<file path="config.mk">
export PLATFORM = sky130hd
export DESIGN_NAME = sdes_key_sched
export DESIGN_NICKNAME = d
export VERILOG_FILES = /design/src/rtl/sdes_key_sched.sv
export SDC_FILE = /design/constraint.sdc
export NUM_CORES = 1
export LEC_CHECK = 0
export ABC_CLOCK_PERIOD_IN_PS = 1240
export CAP_MARGIN = 0
export CORE_MARGIN = 3
export CORE_UTILIZATION = 44
export DETAILED_ROUTE_END_ITERATION = 6
export GPL_TIMING_DRIVEN = 0
export PLACE_DENSITY_LB_ADDON = 0.08
export RECOVER_POWER = 25
export SYNTH_ARGS = -nofsm -noshare
export SYNTH_HDL_FRONTEND = slang
export SYNTH_SLANG_ARGS = --single-unit
</file>
<file path="constraint.sdc">
create_clock -name clk -period 1.24 [get_ports clk]
set_input_delay 0.248 -clock clk [delete_from_list [all_inputs] [get_ports clk]]
set_output_delay 0.248 -clock clk [all_outputs]
set_load 0.005 [all_outputs]
</file>
<file path="src/rtl/sdes_key_sched.sv">
// S-DES key schedule: P10 on accept, LS-1/LS-2 rotations and P8 taps yield subkeys k1/k2.
// Optional build macro SDES_KEY_SCHED_DEC_EN adds dec_i, which swaps k1/k2 for decryption.
module sdes_key_sched #(
   parameter bit CLEAR_ON_LOAD = 1'b0
) (
   input  logic       clk,
   input  logic       rstn,
   input  logic       key_valid_i,
   input  logic [9:0] key_i,
`ifdef SDES_KEY_SCHED_DEC_EN
   input  logic       dec_i,
`endif
   output logic       key_ready_o,
   output logic [7:0] k1_o,
   output logic [7:0] k2_o,
   output logic       keys_valid_o,
   output logic       keys_done_o
);

   localparam int unsigned KEY_W = 10;
   localparam int unsigned SK_W  = 8;

   typedef enum logic [2:0] {IDLE, ROT1, GEN1, ROT2, GEN2} state_e;

   state_e            state_q, state_d;
   logic [KEY_W-1:0]  sr_q, sr_d;
   logic [SK_W-1:0]   k1_q, k1_d;
   logic [SK_W-1:0]   k2_q, k2_d;
   logic              kv_q, kv_d;
   logic              kd_q, kd_d;
`ifdef SDES_KEY_SCHED_DEC_EN
   logic              dec_q, dec_d;
`endif

   // S-DES bit n (1 = MSB) lives at vector index KEY_W-n
   function automatic logic [KEY_W-1:0] p10(input logic [KEY_W-1:0] k);
      return {k[7], k[5], k[8], k[3], k[6], k[0], k[9], k[1], k[2], k[4]};
   endfunction

   function automatic logic [SK_W-1:0] p8(input logic [KEY_W-1:0] s);
      return {s[4], s[7], s[3], s[6], s[2], s[5], s[0], s[1]};
   endfunction

   function automatic logic [KEY_W-1:0] ls1(input logic [KEY_W-1:0] s);
      return {s[8:5], s[9], s[3:0], s[4]};
   endfunction

   function automatic logic [KEY_W-1:0] ls2(input logic [KEY_W-1:0] s);
      return {s[7:5], s[9:8], s[2:0], s[4:3]};
   endfunction

   always_ff @(posedge clk or negedge rstn) begin
      if (!rstn) begin
         state_q <= IDLE;
         sr_q    <= '0;
         k1_q    <= '0;
         k2_q    <= '0;
         kv_q    <= 1'b0;
         kd_q    <= 1'b0;
`ifdef SDES_KEY_SCHED_DEC_EN
         dec_q   <= 1'b0;
`endif
      end else begin
         state_q <= state_d;
         sr_q    <= sr_d;
         k1_q    <= k1_d;
         k2_q    <= k2_d;
         kv_q    <= kv_d;
         kd_q    <= kd_d;
`ifdef SDES_KEY_SCHED_DEC_EN
         dec_q   <= dec_d;
`endif
      end
   end

   // Next-state and datapath; keys_done defaults low so it is a single-cycle pulse
   always_comb begin
      state_d = state_q;
      sr_d    = sr_q;
      k1_d    = k1_q;
      k2_d    = k2_q;
      kv_d    = kv_q;
      kd_d    = 1'b0;
`ifdef SDES_KEY_SCHED_DEC_EN
      dec_d   = dec_q;
`endif
      unique case (state_q)
         IDLE: begin
            if (key_valid_i) begin
               sr_d    = p10(key_i);
               kv_d    = 1'b0;
               if (CLEAR_ON_LOAD) begin
                  k1_d = '0;
                  k2_d = '0;
               end
`ifdef SDES_KEY_SCHED_DEC_EN
               dec_d   = dec_i;
`endif
               state_d = ROT1;
            end
         end
         ROT1: begin
            sr_d    = ls1(sr_q);
            state_d = GEN1;
         end
         GEN1: begin
`ifdef SDES_KEY_SCHED_DEC_EN
            if (dec_q) k2_d = p8(sr_q);
            else       k1_d = p8(sr_q);
`else
            k1_d    = p8(sr_q);
`endif
            state_d = ROT2;
         end
         ROT2: begin
            sr_d    = ls2(sr_q);
            state_d = GEN2;
         end
         GEN2: begin
`ifdef SDES_KEY_SCHED_DEC_EN
            if (dec_q) k1_d = p8(sr_q);
            else       k2_d = p8(sr_q);
`else
            k2_d    = p8(sr_q);
`endif
            kv_d    = 1'b1;
            kd_d    = 1'b1;
            state_d = IDLE;
         end
         default: state_d = IDLE;
      endcase
   end

   assign key_ready_o  = (state_q == IDLE);
   assign k1_o         = k1_q;
   assign k2_o         = k2_q;
   assign keys_valid_o = kv_q;
   assign keys_done_o  = kd_q;

endmodule
</file>
==> results_dict.tcl <==
set metrics [dict create \
    status "finished, violations left" \
    failed_checks "negative setup slack" \
    muxShareOfSynthArea_pct 28.2 \
    row_count 19 \
    drive_gt1_share_pct 45.5 \
    cts_buffer_depth 2 \
    peakVddDrop_mv 1.51 \
    synth-edff-count 0 \
    synth_xor_area_share_pct 0.628 \
    synthTopCellsByArea "dfrtp_1, mux2_2, mux2i_1" \
    crit_required_ns 1.47 \
    endpoint_kind "flop" \
    setup.worst_path.start_class "flop" \
    layout_setup_ws_ns -0.184 \
    yosys_most_used_dff "dfrtp_1" \
    clock_latency_ns 0.33 \
    core_area_um2 2880 \
    port_buffers 31 \
    slew_headroom_pct 53.6 \
    arrival_ns 1.65 \
    antenna_found_initial 0 \
    r2r_cells 6 \
    path_class "flop to flop" \
    drc 0 \
    synth_seq_cells 31 \
    cts_buffers 5 \
    setup_viol 28 \
    synth_top_family_by_area "multiplexers" \
    synth-simple-area-share_pct 7.27 \
    routed_wl_mm 3.47 \
    synthToLayoutAreaGrowth_pct 59.2 \
    syn_area_um2 1390 \
    cts_htree_levels 2 \
    antennaDiodeCount 0 \
    fin_cells 220 \
    ant_nets 0 \
    synthArstFlopShare_pct 100 \
    gp_congestion 0.773 \
    hold_ws_ns 0.491 \
    synth_commonest_cells "dfrtp_1, mux2_2, nor2_1" \
    finalHoldViolCount 0 \
    synthAdderAreaFrac_pct 0 \
    fp.dieW_um 62.3 \
    grt_pass1_wl_mm 5.39 \
    hpwl_mm 1.89 \
    fin_crit_sh_pct 115 \
    first_iter_violations 28 \
    rrSetupSlack_ns -0.18 \
    tritoncts "built" \
    regArea_um2 777 \
    leakage_uw 0.00103 \
    yosysSeqAreaShare_pct 55.7 \
    grt_usage_pct 17.8 \
    wl_per_cell_um 15.8 \
    finalNetCount 190 \
    yosys_warnings 0 \
    syn_nets 121 \
    max_cap_viol_count 0 \
    synth_top_area_cell "dfrtp_1" \
    slew_violations 0 \
    tightest_slew_ns 0.697 \
    synthCells 108 \
    clock-sinks 31 \
    power.density_nw_per_um2 2860 \
    crit_fanout 5 \
    nFillCells 185 \
    synth.most_common_cell "dfrtp_1" \
    regToRegEndpoint "k2_o[0]$_DFFE_PN0P_" \
    finalCriticalPeriod_ns 1.42 \
    synth_compound_area_share_pct 4.67 \
    dp_cells 181 \
    finalClockSkew_ns 0.00926 \
    fmax_mhz 702 \
    die_height_um 62.3 \
    root_buffer "clkbuf_4" \
    multiInputGateArea_um2 668 \
    die_area_um2 3880 \
    syn_area_per_cell_um2 12.9 \
    grt_pass1_vias 1030 \
    r2r-start "state_q[1]$_DFFE_PN0P_" \
    synth_top_area_share_pct 55.7 \
    clk_pin_slew_worst_paths_ns 0.10 \
    vias 1055 \
    drt-pass1-iter-count 2 \
    initial_utilization_pct 48.5 \
    viasPerCell 4.80 \
    grt_max_degree 32 \
    holdCritPathClass "input port to async pin" \
    grt-ovfl-total 0 \
    rsz0062_at_grt "true" \
    synth.distinct_cells 17 \
    pin_count 32 \
]
cell families after synthesis:
family,Yosys count
compound gates,12
xor+xnor,1
buf+inv,7
flops,31
mux,36
simple gates,21
flip-flops by register name (all words and copies together), names as in the netlist:
| name | flops |
|---|---|
| keys_valid_o | 1 |
| keys_done_o | 1 |
| state_q | 3 |
| k1_o | 8 |
| k2_o | 8 |
| sr_q | 10 |
repair_timing:
item	in CTS	in global routing
pin swaps	1	4
hold buffers	0	1
endpoints found under the hold margin	0	26
gates cloned	2	0
gates resized for setup	60	27
endpoints found under the setup margin	76	39
setup buffers	13	16
worst max-delay path by stage:
stage	slack (ns)	from	cells after the start	to
floorplan	-0.06	state_q[0]$_DFFE_PN0P_	3	k1_o[0]$_DFFE_PN0N_
global placement	-0.61	rstn	1	k2_o[0]$_DFFE_PN0P_
detailed placement	-0.64	rstn	1	k1_o[0]$_DFFE_PN0N_
CTS	-0.24	state_q[0]$_DFFE_PN0P_	4	key_ready_o
global route	-0.24	state_q[1]$_DFFE_PN0P_	6	k2_o[1]$_DFFE_PN0P_
finish	-0.18	state_q[1]$_DFFE_PN0P_	6	k2_o[0]$_DFFE_PN0P_
stage by stage:
step	cell area [um^2]	power, uW	worst slack [ns]	setup TNS, ns	util, %
3_5_place_dp	1770	4490	-0.639	-27.18	61.5
6_report	2220	6340	-0.184	-4.07	77.1
3_3_place_gp	1770	4400	-0.610	-25.52	61.5
4_1_cts	2040	5740	-0.238	-5.04	70.8
2_1_floorplan	1410	3470	-0.0568	-0.867	-
5_1_grt	2220	6750	-0.236	-5.06	77.1
critical path: stages, from the launching register on:
cell and delay (ns):
dfrtp_1 0.38, buf_6 0.13, buf_4 0.13, nor2_4 0.07, and2_4 0.17, buf_8 0.13
mux2_4 0.30
placed cells by master, fill, tap and decap left out, types with 2 or more instances in the layout:
master and count:
buf_8 2, nor2_1 12, mux2_2 9, clkdlybuf4s15_1 17, mux2_4 17, buf_6 9
a21oi_1 10, clkbuf_4 5, clkbuf_8 2, dfrtp_1 30, mux2i_1 10, buf_4 25
clkdlybuf4s50_1 11, nand2_1 2, buf_2 2
power breakdown:
group | total, uW | leakage, uW | internal [uW] | switching (uW)
Clock | 682 | 0.0000375 | 331 | 350
Sequential | 1970 | 0.000362 | 1530 | 440
Combinational | 3690 | 0.000636 | 2420 | 1260
per-layer routing:
layer	wire [um]	GRT usage [%]	part of all wire (%)
met1	1580	24.0	45
met2	1720	27.6	50
met5	0	0	0
met4	42	5.79	1.2
met3	134	5.59	3.9
layout make-up:
| cell class | instances | area share (%) |
|---|---|---|
| plain buffers | 6 | 3.61 |
| clock buffers | 7 | 2.93 |
| clock inverters | 1 | 0.338 |
| multi-input cells | 70 | 30.1 |
| flip-flops and latches | 31 | 35.0 |
| well taps | 42 | 2.37 |
| repair buffers | 63 | 25.6 |
Note: power is estimated with default switching activity, not from simulation.
